--- config.mk ---
export PLATFORM = sky130hd
export DESIGN_NAME = dptr_rtype
export DESIGN_NICKNAME = d
export VERILOG_FILES = /design/src/rtl/dptr_pkg.sv /design/src/rtl/dptr_alu.sv /design/src/rtl/dptr_rtype.sv
export SDC_FILE = /design/constraint.sdc
export NUM_CORES = 2
export LEC_CHECK = 0
export CAP_MARGIN = 40
export CORE_MARGIN = 3
export CORE_UTILIZATION = 35
export CTS_CLUSTER_SIZE = 16
export DETAILED_ROUTE_END_ITERATION = 10
export GPL_TIMING_DRIVEN = 0
export HOLD_SLACK_MARGIN = 0.12
export SYNTH_ARGS = -nofsm -noshare
export SYNTH_HDL_FRONTEND = slang
export SYNTH_SLANG_ARGS = --single-unit
--- constraint.sdc ---
create_clock -name clk -period 55.5 [get_ports clk]
set_input_delay 11.1 -clock clk [delete_from_list [all_inputs] [get_ports clk]]
set_output_delay 11.1 -clock clk [all_outputs]
set_load 0.02 [all_outputs]
--- src/rtl/dptr_pkg.sv ---
// Shared constants and types for the R-type datapath.
package dptr_pkg;

    localparam int DW_DEFAULT = 32;

    localparam logic [5:0] OP_RTYPE = 6'b000000;

    localparam logic [5:0] F_ADD = 6'b100000;
    localparam logic [5:0] F_SUB = 6'b100010;
    localparam logic [5:0] F_AND = 6'b100100;
    localparam logic [5:0] F_OR  = 6'b100101;
    localparam logic [5:0] F_NOR = 6'b100111;
    localparam logic [5:0] F_SLT = 6'b101010;

    // ALU_NONE marks an invalid instruction: result forced to zero.
    typedef enum logic [2:0] {
        ALU_ADD,
        ALU_SUB,
        ALU_AND,
        ALU_OR,
        ALU_NOR,
        ALU_SLT,
        ALU_NONE
    } alu_op_t;

endpackage

--- src/rtl/dptr_alu.sv ---
// Combinational ALU for the R-type datapath; zero flag derived from result.
module dptr_alu
    import dptr_pkg::*;
#(
    parameter int DATA_W = DW_DEFAULT
) (
    input  logic [DATA_W-1:0] a,
    input  logic [DATA_W-1:0] b,
    input  alu_op_t           alu_op,
    output logic [DATA_W-1:0] result,
    output logic              zero
);

    // Operation select; add/sub wrap silently, SLT compares signed.
    always_comb begin
        result = '0;
        case (alu_op)
            ALU_ADD: result = a + b;
            ALU_SUB: result = a - b;
            ALU_AND: result = a & b;
            ALU_OR:  result = a | b;
            ALU_NOR: result = ~(a | b);
            ALU_SLT: result = ($signed(a) < $signed(b)) ? DATA_W'(1) : '0;
            default: result = '0;
        endcase
    end

    assign zero = (result == '0);

endmodule

--- src/rtl/dptr_rtype.sv ---
// Single-cycle R-type datapath: decode, 32-entry register file, ALU, write-back.
module dptr_rtype
    import dptr_pkg::*;
#(
    parameter int DATA_W = DW_DEFAULT,
    parameter int NREGS  = 32
) (
    input  logic              clk,
    input  logic              reset,
    input  logic [31:0]       instruccion,
    output logic              zf,
    output logic [DATA_W-1:0] alu_result
);

    logic [5:0] opcode;
    logic [4:0] rs;
    logic [4:0] rt;
    logic [4:0] rd;
    logic [5:0] funct;
    logic       unused_shamt;

    assign opcode       = instruccion[31:26];
    assign rs           = instruccion[25:21];
    assign rt           = instruccion[20:16];
    assign rd           = instruccion[15:11];
    assign funct        = instruccion[5:0];
    assign unused_shamt = ^instruccion[10:6];

    alu_op_t           alu_op;
    logic              valid;
    logic [DATA_W-1:0] regs [NREGS];
    logic [DATA_W-1:0] op_a;
    logic [DATA_W-1:0] op_b;

    // Funct decode; anything outside the supported set is treated as invalid.
    always_comb begin
        valid  = 1'b0;
        alu_op = ALU_NONE;
        if (opcode == OP_RTYPE) begin
            valid = 1'b1;
            case (funct)
                F_ADD:   alu_op = ALU_ADD;
                F_SUB:   alu_op = ALU_SUB;
                F_AND:   alu_op = ALU_AND;
                F_OR:    alu_op = ALU_OR;
                F_NOR:   alu_op = ALU_NOR;
                F_SLT:   alu_op = ALU_SLT;
                default: valid  = 1'b0;
            endcase
        end
    end

    // Asynchronous reads; register 0 is hardwired to zero regardless of storage.
    assign op_a = (rs == 5'd0) ? '0 : regs[rs];
    assign op_b = (rt == 5'd0) ? '0 : regs[rt];

    dptr_alu #(.DATA_W(DATA_W)) u_alu (
        .a      (op_a),
        .b      (op_b),
        .alu_op (alu_op),
        .result (alu_result),
        .zero   (zf)
    );

    // Reset loads reg[i] = i; write-back on the edge for valid ops to rd != 0.
    always_ff @(posedge clk or posedge reset) begin
        if (reset) begin
            for (int i = 0; i < NREGS; i++)
                regs[i] <= DATA_W'(i);
        end else if (valid && rd != 5'd0) begin
            regs[rd] <= alu_result;
        end
    end

endmodule

==> impl_metrics.toml <==
[final_layout]
sequential_area_mm2 = 0.0257
drive_gt1_share_pct = 18.6
multi_input_comb_area_mm2 = 0.0295
nFillCells = 15700
layout-area-overhead-vs-synth_pct = 15.4
register_bank_with_the_most_flops = "regs"
flip_flop_count_of_the_largest_register_after_layout = 1024
fin_nets = 5758
largest_registers_ranked_by_flip_flop_count = "regs (1024)"
final_cells = 7899

[yosys]
seq_area_frac_synth_pct = 44.6
synth_seq_cells = 1024
netlist_area_mm2 = 0.0577
netlist-cell-type-count = 82
syn_area_per_cell_um2 = 10.9
syn_inst = 5319
net_count_of_the_mapped_netlist = 5454
asyncSetResetFlopFracSynth_pct = 100
synthFlopType = "sky130_fd_sc_hd__dfrtp_1"
count_of_flip_flops_with_a_built_in_enable_after_synthesis = 0
synth_warnings = 0

[global_routing]
first_global_vias = 46500
globalRouteTotalUtil_pct = 27.1
antenna_found_initial = 12
pin_count_of_the_biggest_net_entering_global_routing = 121
grt_first_pass_wirelength_um = 336000
overflow = 0

[power]
power_leakage_nw = 27.3
powerDensity_mw_per_mm2 = 24.9
post-layout-total-power_mw = 1.66
ir_worst_vdd_mv = 0.0304

[timing]
hold_violations = 0
worst_clock_skew_ns = 0.0617
post_route_fraction_of_the_period_consumed_by_the_critical_path_pct = 61.3
timing_max_transition_violations_final = 0
clock.fmax_mhz = 29.4
grt_setup_unrepaired = "no"
timing.final.setup_violations = 0
post-route-min-period_ns = 34.03
fin_tns_setup_ns = 0
worst-slew-pin-transition_ns = 1.11
max_slew_margin_pct = 25.8

[setup_path]
crit_path_top_delay_cell = "sky130_fd_sc_hd__a222oi_1"
cp-start-kind = "primary input"
cp-end-kind = "output pin"
crit_type = "primary input to output pin"
crit_top_cell = "sky130_fd_sc_hd__clkbuf_1"
crit_path_max_fanout = 10
crit_arrival_ns = 22.93
critical_path_required_ns = 44.40
critPathMaxStageDelay_ns = 0.83

[floorplanning]
fp.dieW_um = 412
floorplan.initialDensity_pct = 35.3
die_area_mm2 = 0.170
top_level_ports = 67
fp-row-count = 148
core_mm2 = 0.163
floorplan.die.height_um = 412

[clocking]
clkSinkCount = 1024
post-cts-setup-buffers = 0
cts_made_buffers = 110
clock_latency_ns = 0.78
clock_tree.htree_level_count = 3
clk_pin_slew_ns = 0.06
cts_buffer_depth = 3
cts_hold_buffers = 0
cts_tree = "yes"
master_cell_of_the_clock_root_buffer = "sky130_fd_sc_hd__clkbuf_16"
ctsResizeCount = 0

[place]
placement.io_buffers = 57
place.detailed.instances = 7686
place_hpwl_um = 183000
gp_congestion = 0.990

[route]
first_drt_pass_iteration_count = 6
dr.first_iter.drc_count = 6190
detailroute.via_count = 47800
viasPerCell = 6.06
wl_per_cell_um = 29.3
number_of_remaining_drc_errors = 0
routed_wirelength_um = 232000
route.antenna.remaining_nets = 0

[flow_run]
maxCapViolations = 0

[worst_hold_path]
hold_path.class = "flip-flop to flip-flop"

[status]
result_of_the_run = "completed"
cells in the mapped netlist, drive strengths merged (13+ instances only):
cell type / number / share of area (%)
nand2b: 69 / 0.75
nand4: 13 / 0.14
nor4: 13 / 0.15
ha: 99 / 2.1
dfstp: 80 / 3.6
nor2b: 18 / 0.20
a22oi: 33 / 0.43
xnor2: 43 / 0.65
a211oi: 15 / 0.20
dfrtp: 944 / 41
nand3: 23 / 0.20
o21ai: 1036 / 9.0
clkbuf: 446 / 2.9
mux4: 604 / 24
mux2i: 52 / 0.90
inv: 129 / 0.84
a21o: 43 / 0.56
o21bai: 14 / 0.18
nor3: 29 / 0.25
nand2: 1142 / 7.4
a21oi: 108 / 0.95
nor2: 90 / 0.59
buf: 77 / 0.64
worst max-delay path: cells and delay by family:
kind                     cells  cell delay, ns
AO/OA/AOI/OAI               12            3.54
AND/OR/NAND/NOR              1            0.12
buffers and inverters       15            6.48
multiplexers                 2            1.09
adder cells (fa/ha/maj)      1            0.39
XOR/XNOR                     1            0.13
cell type report:
| type | count | share of cell area [%] |
|---|---|---|
| clock inverter | 62 | 1.23 |
| inverter | 132 | 0.755 |
| buffer | 523 | 3.07 |
| timing repair buffer | 192 | 3.40 |
| multi-input combinational | 3640 | 44.3 |
| sequential | 1024 | 38.6 |
| antenna | 6 | 0.0225 |
| tap | 2175 | 4.08 |
| clock buffer | 145 | 4.52 |
where the power goes:
part | internal, mW | switching (mW)
clock network | 0.452 | 0.340
registers | 0.747 | 0.00000170
logic | 0.0418 | 0.0792
placed cells by master, fill, tap and decap left out, types with 80 or more instances in the layout:
| cell type | synthesis | final |
|---|---|---|
| sky130_fd_sc_hd__inv_1 | 129 | 128 |
| sky130_fd_sc_hd__ha_1 | 99 | 99 |
| sky130_fd_sc_hd__nand2_1 | 1142 | 1142 |
| sky130_fd_sc_hd__dfstp_2 | 80 | 80 |
| sky130_fd_sc_hd__mux4_2 | 604 | 604 |
| sky130_fd_sc_hd__clkbuf_16 | 0 | 110 |
| sky130_fd_sc_hd__dfrtp_1 | 944 | 944 |
| sky130_fd_sc_hd__clkbuf_1 | 445 | 465 |
| sky130_fd_sc_hd__a21oi_1 | 106 | 103 |
| sky130_fd_sc_hd__nor2_1 | 90 | 90 |
| sky130_fd_sc_hd__o21ai_0 | 1025 | 1025 |
cells by family (layout without fill, tap and decap cells):
| family | after synthesis | count (layout) | synth area share, % |
|---|---|---|---|
| mux | 660 | 660 | 24.5 |
| other cells | 0 | 6 | 0 |
| flops | 1024 | 1024 | 44.6 |
| buf+inv | 655 | 1054 | 4.40 |
| xor+xnor | 45 | 45 | 0.683 |
| fa+ha+maj | 101 | 101 | 2.22 |
| compound gates | 1375 | 1375 | 13.1 |
| simple gates | 1459 | 1459 | 10.5 |
path summary, 6_finish.rpt:
path / start / endpoint / slack, ns / depth (start not counted)
min in group asynchronous: reset / regs[366]$_DFFE_PP0P_ / 10.72 / 2
worst min-delay path: regs[1009]$_DFFE_PP0P_ / regs[1009]$_DFFE_PP0P_ / 0.49 / 1
max in group asynchronous: reset / regs[834]$_DFFE_PP1P_ / 42.30 / 6
worst min register to register: regs[1009]$_DFFE_PP0P_ / regs[1009]$_DFFE_PP0P_ / 0.49 / 1
worst max register to register: regs[425]$_DFFE_PP0P_ / regs[63]$_DFFE_PP0P_ / 47.69 / 22
worst max-delay path: instruccion[22] / alu_result[31] / 21.47 / 32
stage by stage:
stage / utilization, % / worst slack (ns) / hold WS, ns / area [um2]
6_report: 40.8 / 21.47 / 0.485 / 66600
5_1_grt: 40.8 / 21.41 / 0.496 / 66600
4_1_cts: 40.8 / 21.77 / 0.483 / 66600
3_5_place_dp: 38.4 / 21.85 / 0.463 / 62800
3_3_place_gp: 37.4 / 3.53 / 0.453 / 61000
2_1_floorplan: - / 15.72 / 0.441 / 57700
routing by layer:
metal | part of all wire [%] | track usage [%]
met5 | 0.026 | 0
met4 | 5.6 | 13.5
met3 | 11 | 6.52
met2 | 45 | 41.9
met1 | 38 | 35.7
Note: power is estimated with default switching activity, not from simulation.
